### config.mk
export PLATFORM = sky130hd
export DESIGN_NAME = memory_stage
export DESIGN_NICKNAME = d
export VERILOG_FILES = /design/src/rtl/riscv_pkg.sv /design/src/rtl/mem_align.sv /design/src/rtl/memory_stage.sv
export SDC_FILE = /design/constraint.sdc
export NUM_CORES = 1
export LEC_CHECK = 0
export ABC_AREA = 1
export CAP_MARGIN = 0
export CELL_PAD_IN_SITES_DETAIL_PLACEMENT = 1
export CELL_PAD_IN_SITES_GLOBAL_PLACEMENT = 2
export CORE_ASPECT_RATIO = 1.2
export CORE_MARGIN = 1
export CORE_UTILIZATION = 26
export CTS_BUF_LIST = sky130_fd_sc_hd__clkbuf_4 sky130_fd_sc_hd__clkbuf_8
export CTS_CLUSTER_DIAMETER = 30
export CTS_CLUSTER_SIZE = 16
export DETAILED_ROUTE_END_ITERATION = 8
export PLACE_DENSITY = 0.89
export REMOVE_ABC_BUFFERS = 1
export SLEW_MARGIN = 10
export SYNTH_ARGS = -nofsm -noshare
export SYNTH_HDL_FRONTEND = slang
export SYNTH_SLANG_ARGS = --single-unit
### constraint.sdc
create_clock -name clk -period 4.2 [get_ports clk]
set_clock_uncertainty 0.2 [all_clocks]
set_input_delay 0.42 -clock clk [delete_from_list [all_inputs] [get_ports clk]]
set_output_delay 0.42 -clock clk [all_outputs]
set_load 0.1 [all_outputs]
### src/rtl/riscv_pkg.sv
// Shared RV32I memory-stage types: funct3 encodings, MEM FSM states, MEM/WB bundle and access-size helpers.
package riscv_pkg;

  localparam int RV_XLEN  = 32;
  localparam int RV_REG_W = 5;

  localparam logic [2:0] F3_LB  = 3'b000;
  localparam logic [2:0] F3_LH  = 3'b001;
  localparam logic [2:0] F3_LW  = 3'b010;
  localparam logic [2:0] F3_LBU = 3'b100;
  localparam logic [2:0] F3_LHU = 3'b101;
  localparam logic [2:0] F3_SB  = 3'b000;
  localparam logic [2:0] F3_SH  = 3'b001;
  localparam logic [2:0] F3_SW  = 3'b010;

  typedef enum logic {IDLE, ACCESS} mem_state_e;

  typedef enum logic [1:0] {SZ_BYTE, SZ_HALF, SZ_WORD} mem_size_e;

  typedef struct packed {
    logic                valid;
    logic [RV_XLEN-1:0]  address;
    logic [RV_XLEN-1:0]  lmd;
    logic                mem_to_reg;
    logic [RV_REG_W-1:0] rd;
    logic                reg_write;
  } mem_wb_t;

  // Loads and stores share funct3 values but not the same legal set; anything unlisted is a word access.
  function automatic mem_size_e access_size(input logic [2:0] f3, input logic is_load);
    access_size = SZ_WORD;
    if (is_load) begin
      if (f3 == F3_LB || f3 == F3_LBU)      access_size = SZ_BYTE;
      else if (f3 == F3_LH || f3 == F3_LHU) access_size = SZ_HALF;
    end else begin
      if (f3 == F3_SB)      access_size = SZ_BYTE;
      else if (f3 == F3_SH) access_size = SZ_HALF;
    end
  endfunction

  function automatic logic is_misaligned(input mem_size_e size, input logic [1:0] lane);
    case (size)
      SZ_HALF: is_misaligned = lane[0];
      SZ_WORD: is_misaligned = |lane;
      default: is_misaligned = 1'b0;
    endcase
  endfunction

  function automatic logic [1:0] align_lane(input mem_size_e size, input logic [1:0] lane);
    case (size)
      SZ_HALF: align_lane = {lane[1], 1'b0};
      SZ_WORD: align_lane = 2'b00;
      default: align_lane = lane;
    endcase
  endfunction

endpackage

### src/rtl/mem_align.sv
// Combinational load extract/sign-extend and store lane replication/byte-enable generation.
module mem_align
  import riscv_pkg::*;
(
  input  mem_size_e          size,
  input  logic [1:0]         lane,
  input  logic               sign_ext,
  input  logic [RV_XLEN-1:0] rdata,
  input  logic [RV_XLEN-1:0] store_src,
  output logic [RV_XLEN-1:0] load_data,
  output logic [RV_XLEN-1:0] store_data,
  output logic [3:0]         store_be
);

  logic [7:0]  byte_sel;
  logic [15:0] half_sel;

  always_comb begin
    case (lane)
      2'd0:    byte_sel = rdata[7:0];
      2'd1:    byte_sel = rdata[15:8];
      2'd2:    byte_sel = rdata[23:16];
      default: byte_sel = rdata[31:24];
    endcase
    half_sel = lane[1] ? rdata[31:16] : rdata[15:0];

    load_data = rdata;
    case (size)
      SZ_BYTE: load_data = {{24{sign_ext & byte_sel[7]}}, byte_sel};
      SZ_HALF: load_data = {{16{sign_ext & half_sel[15]}}, half_sel};
      default: load_data = rdata;
    endcase
  end

  always_comb begin
    store_data = store_src;
    store_be   = 4'b1111;
    case (size)
      SZ_BYTE: begin
        store_data = {4{store_src[7:0]}};
        store_be   = 4'b0001 << lane;
      end
      SZ_HALF: begin
        store_data = {2{store_src[15:0]}};
        store_be   = lane[1] ? 4'b1100 : 4'b0011;
      end
      default: begin
        store_data = store_src;
        store_be   = 4'b1111;
      end
    endcase
  end

endmodule

### src/rtl/memory_stage.sv
// RV32I MEM stage: ALU ops reach MEM/WB in 1 cycle; loads/stores hold mem_stall until dmem_ready (min 2 cycles).
// MEM_STAGE_MISALIGN_TRAP_EN: misaligned half/word accesses skip memory and pulse mem_misalign instead of being force-aligned.
module memory_stage
  import riscv_pkg::*;
#(
  parameter int XLEN       = 32,
  parameter int REG_ADDR_W = 5
) (
  input  logic                  clk,
  input  logic                  rst,
  input  logic                  ex_valid,
  input  logic [XLEN-1:0]       ex_alu_result,
  input  logic [XLEN-1:0]       ex_store_data,
  input  logic [2:0]            ex_funct3,
  input  logic                  ex_mem_read,
  input  logic                  ex_mem_write,
  input  logic                  ex_reg_write,
  input  logic                  ex_mem_to_reg,
  input  logic [REG_ADDR_W-1:0] ex_rd,
  output logic                  mem_stall,
  output logic                  dmem_req,
  output logic                  dmem_we,
  output logic [XLEN-1:0]       dmem_addr,
  output logic [XLEN-1:0]       dmem_wdata,
  output logic [3:0]            dmem_be,
  input  logic [XLEN-1:0]       dmem_rdata,
  input  logic                  dmem_ready,
  output logic                  wb_valid,
  output logic [XLEN-1:0]       wb_address,
  output logic [XLEN-1:0]       wb_lmd,
  output logic                  wb_mem_to_reg,
  output logic [REG_ADDR_W-1:0] wb_rd,
  output logic                  wb_reg_write,
  output logic                  mem_misalign
);

  mem_state_e            state;
  logic [XLEN-1:0]       cap_addr;
  logic [XLEN-1:0]       cap_wdata;
  logic [2:0]            cap_funct3;
  logic [REG_ADDR_W-1:0] cap_rd;
  logic                  cap_load;
  logic                  cap_store;
  logic                  cap_reg_write;
  logic                  cap_mem_to_reg;
  mem_wb_t               wb_q;
  mem_size_e             cap_size;
  logic [1:0]            cap_lane;
  logic [XLEN-1:0]       load_data;
  logic [XLEN-1:0]       store_data;
  logic [3:0]            store_be;
  logic                  in_access;
  logic                  ex_mem_op;
  logic                  ex_trap;

  assign in_access = (state == ACCESS);
  assign ex_mem_op = ex_mem_read | ex_mem_write;
  assign cap_size  = access_size(cap_funct3, cap_load);
  // Forcing alignment only ever touches the lane; the word address already drops [1:0].
  assign cap_lane  = align_lane(cap_size, cap_addr[1:0]);

`ifdef MEM_STAGE_MISALIGN_TRAP_EN
  logic misalign_q;

  assign ex_trap = ex_valid & ex_mem_op
                 & is_misaligned(access_size(ex_funct3, ex_mem_read), ex_alu_result[1:0]);

  always_ff @(posedge clk) begin
    if (rst) misalign_q <= 1'b0;
    else     misalign_q <= ~in_access & ex_trap;
  end

  assign mem_misalign = misalign_q;
`else
  assign ex_trap      = 1'b0;
  assign mem_misalign = 1'b0;
`endif

  mem_align u_align (
    .size       (cap_size),
    .lane       (cap_lane),
    .sign_ext   (~cap_funct3[2]),
    .rdata      (dmem_rdata),
    .store_src  (cap_wdata),
    .load_data  (load_data),
    .store_data (store_data),
    .store_be   (store_be)
  );

  assign dmem_req   = in_access;
  assign dmem_we    = in_access & cap_store;
  assign dmem_addr  = {cap_addr[XLEN-1:2], 2'b00};
  assign dmem_wdata = store_data;
  assign dmem_be    = dmem_we ? store_be : 4'b0000;
  assign mem_stall  = in_access ? ~dmem_ready : (ex_valid & ex_mem_op & ~ex_trap);

  always_ff @(posedge clk) begin
    if (rst) begin
      state          <= IDLE;
      wb_q           <= '0;
      cap_addr       <= '0;
      cap_wdata      <= '0;
      cap_funct3     <= '0;
      cap_rd         <= '0;
      cap_load       <= 1'b0;
      cap_store      <= 1'b0;
      cap_reg_write  <= 1'b0;
      cap_mem_to_reg <= 1'b0;
    end else begin
      case (state)
        IDLE: begin
          wb_q.valid     <= 1'b0;
          wb_q.reg_write <= 1'b0;
          if (ex_valid) begin
            if (ex_trap) begin
              wb_q <= '{valid: 1'b1, address: ex_alu_result, lmd: '0,
                        mem_to_reg: ex_mem_to_reg, rd: ex_rd, reg_write: 1'b0};
            end else if (ex_mem_op) begin
              cap_addr       <= ex_alu_result;
              cap_wdata      <= ex_store_data;
              cap_funct3     <= ex_funct3;
              cap_rd         <= ex_rd;
              cap_load       <= ex_mem_read;
              cap_store      <= ex_mem_write & ~ex_mem_read;
              cap_reg_write  <= ex_reg_write;
              cap_mem_to_reg <= ex_mem_to_reg;
              state          <= ACCESS;
            end else begin
              wb_q <= '{valid: 1'b1, address: ex_alu_result, lmd: '0,
                        mem_to_reg: ex_mem_to_reg, rd: ex_rd, reg_write: ex_reg_write};
            end
          end
        end
        ACCESS: begin
          if (dmem_ready) begin
            wb_q <= '{valid: 1'b1, address: cap_addr,
                      lmd: cap_store ? '0 : load_data,
                      mem_to_reg: cap_mem_to_reg, rd: cap_rd,
                      reg_write: cap_reg_write & ~cap_store};
            state <= IDLE;
          end else begin
            wb_q.valid     <= 1'b0;
            wb_q.reg_write <= 1'b0;
          end
        end
        default: state <= IDLE;
      endcase
    end
  end

  assign wb_valid      = wb_q.valid;
  assign wb_address    = wb_q.address;
  assign wb_lmd        = wb_q.lmd;
  assign wb_mem_to_reg = wb_q.mem_to_reg;
  assign wb_rd         = wb_q.rd;
  assign wb_reg_write  = wb_q.reg_write;

endmodule

Word level (Yosys, flattened, before mapping). Index checks and enable logic that the tools add are counted. Widths: inputs -> output; s select.

Output and inout port bits: 144. Bits in writable memories: 0. Input port bits: 112. Register bits after elaboration: 149. Memories: 0. Latch bits: 0. Memory bits (read-only): 0.

Eq/ne operators: 10. $mul: 0. Bitwise gates (word level): 12. Add/sub/neg operators: 0. Reductions and logical operators: 7. Shift operators: 1. Div/mod/pow operators: 0. $lt $le $gt $ge: 0. Multiplexer cells: 25.

Operators with widths (number): $mux 72 (2); $pmux 72 s2 (1); $pmux 32 s2 (2); $mux 70 (1); $mux 32 (1); $pmux 8 s3 (1); $mux 16 (1); $mux 2 (5); $mux 4 (2); $pmux 4 s2 (1); $and 1x1->1 (6); $eq 3x3->1 const B (2); $mux 1 (6); $ne 2x2->1 const B (3); $reduce_and 3->1 (2); $not 1->1 (5); $eq 2x1->1 const B (2); $eq 2x2->1 const B (2); $logic_not 2->1 (2); $pmux 2 s2 (1); $shl 1x2->4 const A (1); $eq 3x1->1 const B (1); $logic_not 3->1 (1); $logic_or 1x1->1 (2); other kinds (2) (2).

Depth between registers and ports, before layout. Gate-level depths: netlist of run 1.

Depth in word-level cells: 14. Gate-level depth with buffers: 17.

By module. Synthesis of run 1 repeated with hierarchy kept, for this count alone.

Cell total of the unflattened synthesis: 1082. Area total of the unflattened synthesis: 7410.9 µm².

By module, submodules not included: memory_stage (area each 6188.4 µm², cells each 844, seq. area each 2982.9 µm², instances 1); mem_align (area each 1222.4 µm², cells each 238, seq. area each 0.0 µm², instances 1).

Least setup slack after synthesis of run 1. Ideal clock, no wire load.

Path type: register -> output. From: register cap_funct3[2]. To: output port dmem_wdata[19]. Setup slack: 0.049 ns. Data arrival time: 3.531 ns. Buffers on the path: 3. Cell stages (with the launch flop): 13. Path through: dfxtp_1 > inv_1 > nor2_1 > nor2_1 > nand2_1 > inv_1 > ha_1 > buf_4 > inv_2 > buf_4 > nand2_4 > clkbuf_1 > o21ai_0.

Word-level cells in the longest chain between the ends: 7.

RTL lines: from (decl) (RTL line memory_stage.sv:40) `logic [2:0] cap_funct3;`; from (signal assigned) (RTL line memory_stage.sv:121) `cap_funct3 <= ex_funct3;`; $eq 3x1->1 or $eq 3x3->1 (tied branches) (RTL line riscv_pkg.sv:34, riscv_pkg.sv:37); $logic_or 1x1->1 (RTL line riscv_pkg.sv:34) `else if (f3 == F3_LH || f3 == F3_LHU) access_size = SZ_HALF;`; $mux 2 (RTL line riscv_pkg.sv:34); $mux 2 (RTL line riscv_pkg.sv:33) `if (f3 == F3_LB || f3 == F3_LBU) access_size = SZ_BYTE;`; $mux 2 (*) (RTL line riscv_pkg.sv:32) `if (is_load) begin`; $eq 2x1->1 or $logic_not 2->1 (tied branches) (RTL line mem_align.sv:38) `case (size)`; $pmux 32 s2 (*) (RTL line mem_align.sv:38); to (decl) (RTL line memory_stage.sv:24) `output logic [XLEN-1:0] dmem_wdata,`.

Mark *: on every way between the ends. The rest lies on a longest branch, timed or not.

Worst setup path after layout of run 1. Ends and elaborated chain as after synthesis.

==> impl_metrics.csv, run 1 <==
group,metric,value,unit
outcome,status,"complete, no violations",
floorplan,ios,256,
detailed_routing,finalWirelength,27870,um
detailed_routing,ant_nets,0,
hold_path,holdPathEnd,"cap_addr[13]",
worst_setup_path,path_cells,"inv_1 > nor2_1 > nor2_1 > nand2_1 > inv_1 > ha_1 > inv_2 > nand2_4 > buf_4 > nand2_1 > o21ai_0 > buf_12",
logic_synthesis,ys_ff_latch,149,
worst_setup_path,slowest_stage,"ha_1",
detailed_routing,dr.pass1.iters,4,
global_route,overflow,0,
hold_path,min-delay-start,"rst",
logic_synthesis,yosys_warnings,0,
detailed_routing,routedWlPerCell,17.91,um
floorplan,initial_core_util,0.2643,
cts,cts-hold-fix-buffers,0,
worst_setup_path,cp-start-kind,"flop",
floorplan,fp.dieW,153.7,um
global_route,grt_pass1_vias,7705,
worst_setup_path,rr_worst_depth,12,
global_route,antenna_found_initial,2,
cts,cts_setup_buffers,0,
worst_setup_path,end_kind,"primary output",
cts,clk_path_buf_depth,2,
worst_setup_path,critical_path_buf_inv_count,5,
worst_setup_path,required,3580,ps
logic_synthesis,synthFlopType,"dfxtp_1",
logic_synthesis,seq_area_frac_synth,0.4153,
worst_setup_path,cp_max_fo,32,
worst_setup_path,worstSetupPathType,"reg -> out",
logic_synthesis,synth_edf_count,0,
logic_synthesis,synth.distinct_cells,32,
global_route,grt_usage,0.1981,
floorplan,rows,66,
cts,clkLatencyLatePin,460,ps
timing,finalSetupViolCount,0,
cells_and_area,num-nets-final,1316,
cts,cts_resized,0,
cells_and_area,nFillCells,3293,
timing,final-max-slew-violation-count,0,
hold_path,whs_path_depth,2,
worst_setup_path,cp.arrival,3060,ps
timing,whs,161.0,ps
detailed_routing,viasPerCell,4.867,
cts,cts_tree,"done",
logic_synthesis,synthesis.area,7182,um2
placed_design,io_buffers,252,
timing,max_freq,0.2720,GHz
worst_setup_path,r2r_slack,1460,ps
worst_setup_path,crit_family,"buffers and inverters",
floorplan,dieArea,28290,um2
floorplan,core,27170,um2
detailed_routing,drc,0,
placed_design,dp_hpwl,19030,um
cts,cts_made_buffers,17,
global_route,grt_max_degree,83,
timing,rsz0062_at_grt,"no",
cts,clock_sinks,149,
cells_and_area,stdcell_area,10150,um2
cells_and_area,synthToLayoutAreaGrowth,41.27,%
logic_synthesis,synthArstFlopShare,0,
worst_setup_path,timing.rr.end,"wb_lmd[29]",
power,power_density,406.9,nW/um2
timing,timing.final.crit_period,3676,ps
detailed_routing,vias,7573,
worst_setup_path,reg2reg_from,"cap_funct3[2]",
placed_design,dpl_cell_area,9753,um2
flow_run,drv_cap,0,
timing,fin_crit_sh,0.8752,
detailed_routing,drtIter0Drc,288,
power,p_leak,4.138,nW
hold_path,hold_class,"in -> reg",
timing,worst_pin_slew,1104,ps
cts,clockRootBuffer,"clkbuf_8",
cts,clk_pin_slew_worst_paths,110,ps
logic_synthesis,syn_avg_cell_area,6.966,um2
power,ir_drop,0.1578,mV
worst_setup_path,slowest_delay,390,ps
cells_and_area,drive_above_1_share,0.08560,
floorplan,die_h,184.1,um
placed_design,gp_congestion,0.8683,
cts,h-tree-depth,4,
global_route,grt_pass1_wl,43700,um
logic_synthesis,synthesis.instances,1031,
timing,max_slew_margin,0.2620,
timing,hold_viol,0,
==> logic make-up (layout without fill, tap and decap cells) <==
logic type | count (synthesis) | after routing | synth area share
adders and majority gates | 2 | 2 | 0.003484
and+or+nand+nor | 484 | 484 | 0.2996
AOI/OAI and AO/OA | 205 | 205 | 0.1479
other | 1 | 4 | 0.0005221
buffers and inverters | 190 | 372 | 0.1331
DFF | 149 | 149 | 0.4153
==> power by group <==
part / internal (mW) / leakage, nW / switching, mW / total [mW]
Clock: 0.447 / 0.197 / 0.687 / 1.13
Combinational: 0.397 / 2.72 / 1.06 / 1.46
Sequential: 1.49 / 1.22 / 0.0473 / 1.54
==> cell usage in the layout (no fill, tap or decap) <==
master and count:
o21ai_2 1, nor2_2 2, o221ai_1 1, buf_4 20, clkinv_2 2, clkinvlp_4 1, clkbuf_8 17, inv_2 7
diode_2 1, clkinv_8 3, o21ai_0 88, buf_2 1, nand4_1 7, nand2_4 5, buf_12 21, dfxtp_2 1
inv_6 7, a31oi_1 2, conb_1 3, nand2_2 6, inv_8 3, nor2_1 43, nand3_1 176, nor3_1 1
nor2_4 5, dfxtp_1 148, nand3_4 1, o21ai_1 2, clkdlybuf4s50_1 221, nand2_1 237, or2_2 1, inv_1 69
a21oi_1 97, o22ai_1 7, a211oi_1 3, ha_1 2, o211ai_1 4
==> layout make-up <==
class	count	area, um2	share of cell area
antenna	1	2.502	0.0002466
clock inverter	15	156.4	0.01541
sequential	149	2984	0.2941
clock buffer	17	234.0	0.02306
multi-input combinational	694	3266	0.3219
tap	340	425.4	0.04193
inverter	77	290.3	0.02861
timing repair buffer	263	2788	0.2748
==> cell usage after synthesis, types with 3 or more instances <==
master	count	share of area
nand2_1	239	0.12
nand3_1	176	0.12
dfxtp_1	149	0.42
a21oi_1	97	0.068
o21ai_0	88	0.061
inv_1	69	0.036
buf_4	46	0.048
nor2_1	43	0.022
clkbuf_1	30	0.016
buf_2	22	0.015
buf_1	10	0.0052
inv_2	7	0.0037
nand4_1	7	0.0061
o22ai_1	7	0.0061
nand2_2	5	0.0044
buf_6	4	0.0063
nand2_4	4	0.0063
nor2_4	4	0.0063
o211ai_1	4	0.0042
a211oi_1	3	0.0031
nor2_2	3	0.0026
==> stage by stage <==
| step | utilization | cells | setup TNS [ps] | worst slack, ps | total power, mW |
|---|---|---|---|---|---|
| 6_report | 0.3734 | 1556 | 0 | 524.0 | 4.129 |
| 5_1_grt | 0.3734 | 1556 | 0 | 170.9 | 4.313 |
| 4_1_cts | 0.3734 | 1555 | 0 | 405.6 | 4.189 |
| 3_5_place_dp | 0.3590 | 1523 | 0 | 964.4 | 3.033 |
| 3_3_place_gp | 0.3590 | 1523 | 0 | 1058 | 3.018 |
| 2_1_floorplan | - | 920 | -17150 | -1458 | 2.510 |
==> how the worst max path moves through the flow <==
stage	startpoint	slack, ps	cells past startpoint	end
floorplan	dmem_req	-1460	3	mem_stall
global placement	cap_funct3[2]	1060	12	dmem_wdata[18]
detailed placement	cap_funct3[2]	960	12	dmem_wdata[19]
CTS	cap_funct3[2]	410	12	dmem_wdata[20]
global route	cap_funct3[2]	170	12	dmem_wdata[19]
finish	cap_funct3[2]	520	12	dmem_wdata[19]
==> per-layer routing <==
layer  up-vias  track usage  routed length, um
met2       217       0.3387              13290
met1      3632       0.2404              12220
met5         -            0                 13
met4         2      0.06400                522
met3        33      0.05281               1826
li1       3689            -                  -
Note: power is estimated with default switching activity, not from simulation.
==> run 2, diff against run 1 <==
--- a/config.mk
+++ b/config.mk
@@ -11,12 +11,12 @@
 export CELL_PAD_IN_SITES_GLOBAL_PLACEMENT = 2
 export CORE_ASPECT_RATIO = 1.2
 export CORE_MARGIN = 1
-export CORE_UTILIZATION = 26
+export CORE_UTILIZATION = 24
 export CTS_BUF_LIST = sky130_fd_sc_hd__clkbuf_4 sky130_fd_sc_hd__clkbuf_8
 export CTS_CLUSTER_DIAMETER = 30
 export CTS_CLUSTER_SIZE = 16
 export DETAILED_ROUTE_END_ITERATION = 8
-export PLACE_DENSITY = 0.89
+export PLACE_DENSITY = 0.83
 export REMOVE_ABC_BUFFERS = 1
 export SLEW_MARGIN = 10
 export SYNTH_ARGS = -nofsm -noshare
==> constraint.sdc (replaced) <==
create_clock -name clk -period 3.5 [get_ports clk]
set_clock_uncertainty 0.2 [all_clocks]
set_input_delay 0.35 -clock clk [delete_from_list [all_inputs] [get_ports clk]]
set_output_delay 0.35 -clock clk [all_outputs]
set_load 0.1 [all_outputs]
==> impl_metrics.csv, run 2 (synthesized netlist as in run 1, its figures left out) <==
group,metric,value,unit
outcome,status,"complete, no violations",
timing,timing.final.crit_period,3209,ps
cts,clock_sinks,149,
cts,clockRootBuffer,"clkbuf_8",
global_route,grt_pass1_vias,7820,
placed_design,gp_congestion,0.8405,
worst_setup_path,reg2reg_from,"cap_funct3[2]",
worst_setup_path,required,2950,ps
cells_and_area,layout_commonest_cell,"nand2_1",
timing,worst_pin_slew,1061,ps
cts,cts_setup_buffers,0,
detailed_routing,drc,0,
detailed_routing,dr.pass1.iters,6,
cts,clk_pin_slew_worst_paths,80,ps
cells_and_area,drive_above_1_share,0.09091,
timing,hold_viol,0,
hold_path,hold_class,"reg -> reg",
detailed_routing,viasPerCell,4.689,
worst_setup_path,cp.arrival,2660,ps
floorplan,ios,256,
global_route,antenna_found_initial,2,
global_route,grt_pass1_wl,43730,um
global_route,grt_max_degree,107,
detailed_routing,ant_nets,0,
cts,cts_made_buffers,17,
cells_and_area,stdcell_area,10390,um2
worst_setup_path,rr_worst_depth,15,
worst_setup_path,worstSetupPathType,"reg -> out",
detailed_routing,vias,7559,
worst_setup_path,crit_end,"dmem_be[0]",
placed_design,dpl_cell_area,9971,um2
worst_setup_path,crit_start,"cap_funct3[2]",
placed_design,post-place-cells,1579,
placed_design,dp_slack,608.4,ps
timing,fin_crit_sh,0.9167,
floorplan,rows,69,
cts,cts-hold-fix-buffers,0,
worst_setup_path,cp-start-kind,"flop",
floorplan,core,29530,um2
timing,finalSetupViolCount,0,
timing,max_freq,0.3117,GHz
floorplan,dieArea,30620,um2
cts,clkLatencyLatePin,460,ps
worst_setup_path,timing.rr.end,"wb_lmd[23]",
global_route,overflow,0,
floorplan,initial_core_util,0.2432,
cts,h-tree-depth,4,
cts,clk_path_buf_depth,2,
worst_setup_path,r2r_slack,940,ps
detailed_routing,routedWlPerCell,17.38,um
cts,cts_tree,"done",
power,power_density,487.0,nW/um2
floorplan,die_h,191.5,um
timing,max_slew_margin,0.2903,
flow_run,drv_cap,0,
cells_and_area,nFillCells,3664,
floorplan,fp.dieW,159.9,um
timing,final-max-slew-violation-count,0,
cells_and_area,synthToLayoutAreaGrowth,44.70,%
global_route,grt_usage,0.1848,
cells_and_area,num-nets-final,1322,
timing,finalWorstSetupSlack,291.5,ps
detailed_routing,drtIter0Drc,236,
cts,cts_resized,0,
power,ir_drop,0.2475,mV
worst_setup_path,end_kind,"primary output",
timing,rsz0062_at_grt,"no",
placed_design,io_buffers,252,
detailed_routing,finalWirelength,28020,um
cells_and_area,final_cells,1612,
power,p_leak,4.202,nW
hold_path,whs_path_depth,2,
worst_setup_path,cp_max_fo,15,
cells_and_area,layout_common_cells,"nand2_1, clkdlybuf4s50_1, nand3_1, dfxtp_1, a21oi_1",
placed_design,dp_hpwl,19180,um
timing,final.setup.tns,0,ps
run 2: critical path: stages, from the launching register on:
cell     delay, ps
dfxtp_1        310
inv_1          130
nor2_1          60
nor2_1         180
nand2_1        110
inv_1           70
ha_1           260
nand2_2        210
nand2_4        160
inv_1          150
nand3_1         80
a21oi_1        260
buf_12         220
run 2: per-layer routing:
layer  vias up  GRT usage  share of wire
met3        29    0.05424          0.061
li1       3699          -              -
met1      3628     0.2151           0.43
met5         -          0        0.00046
met4         2    0.05568          0.015
met2       201     0.3260           0.49
run 2: layout make-up:
type,instances,area (um2),share of cell area
diodes,1,2.502,0.0002408
flip-flops and latches,149,2984,0.2871
clock inverters,13,148.9,0.01433
clock buffers,19,261.5,0.02516
well taps,390,488.0,0.04695
multi-input cells,694,3274,0.3151
inverters,77,290.3,0.02793
repair buffers,269,2943,0.2832
run 2: through the flow:
| step | total power, mW | hold WS, ps | utilization |
|---|---|---|---|
| after floorplan | 3.012 | 219.1 | - |
| after global placement | 3.673 | 233.2 | 0.3377 |
| after detailed placement | 3.690 | 239.4 | 0.3377 |
| after CTS | 5.152 | 245.7 | 0.3516 |
| after global routing | 5.318 | 270.5 | 0.3520 |
| final | 5.061 | 252.9 | 0.3520 |
run 2: how the worst min path moves through the flow:
stage,slack (ps),start,end
6_report,250,cap_reg_write,cap_reg_write
5_1_grt,270,ex_alu_result[22],wb_address[22]
4_1_cts,250,ex_alu_result[19],cap_addr[19]
3_5_place_dp,240,wb_lmd[5],wb_lmd[5]
3_3_place_gp,230,cap_wdata[29],cap_wdata[29]
2_1_floorplan,220,rst,cap_addr[0]
run 2: where the power goes:
part | internal [mW] | total, mW | switching, mW
clock | 0.681 | 1.42 | 0.742
combinational | 0.512 | 1.79 | 1.28
sequential | 1.79 | 1.85 | 0.0594
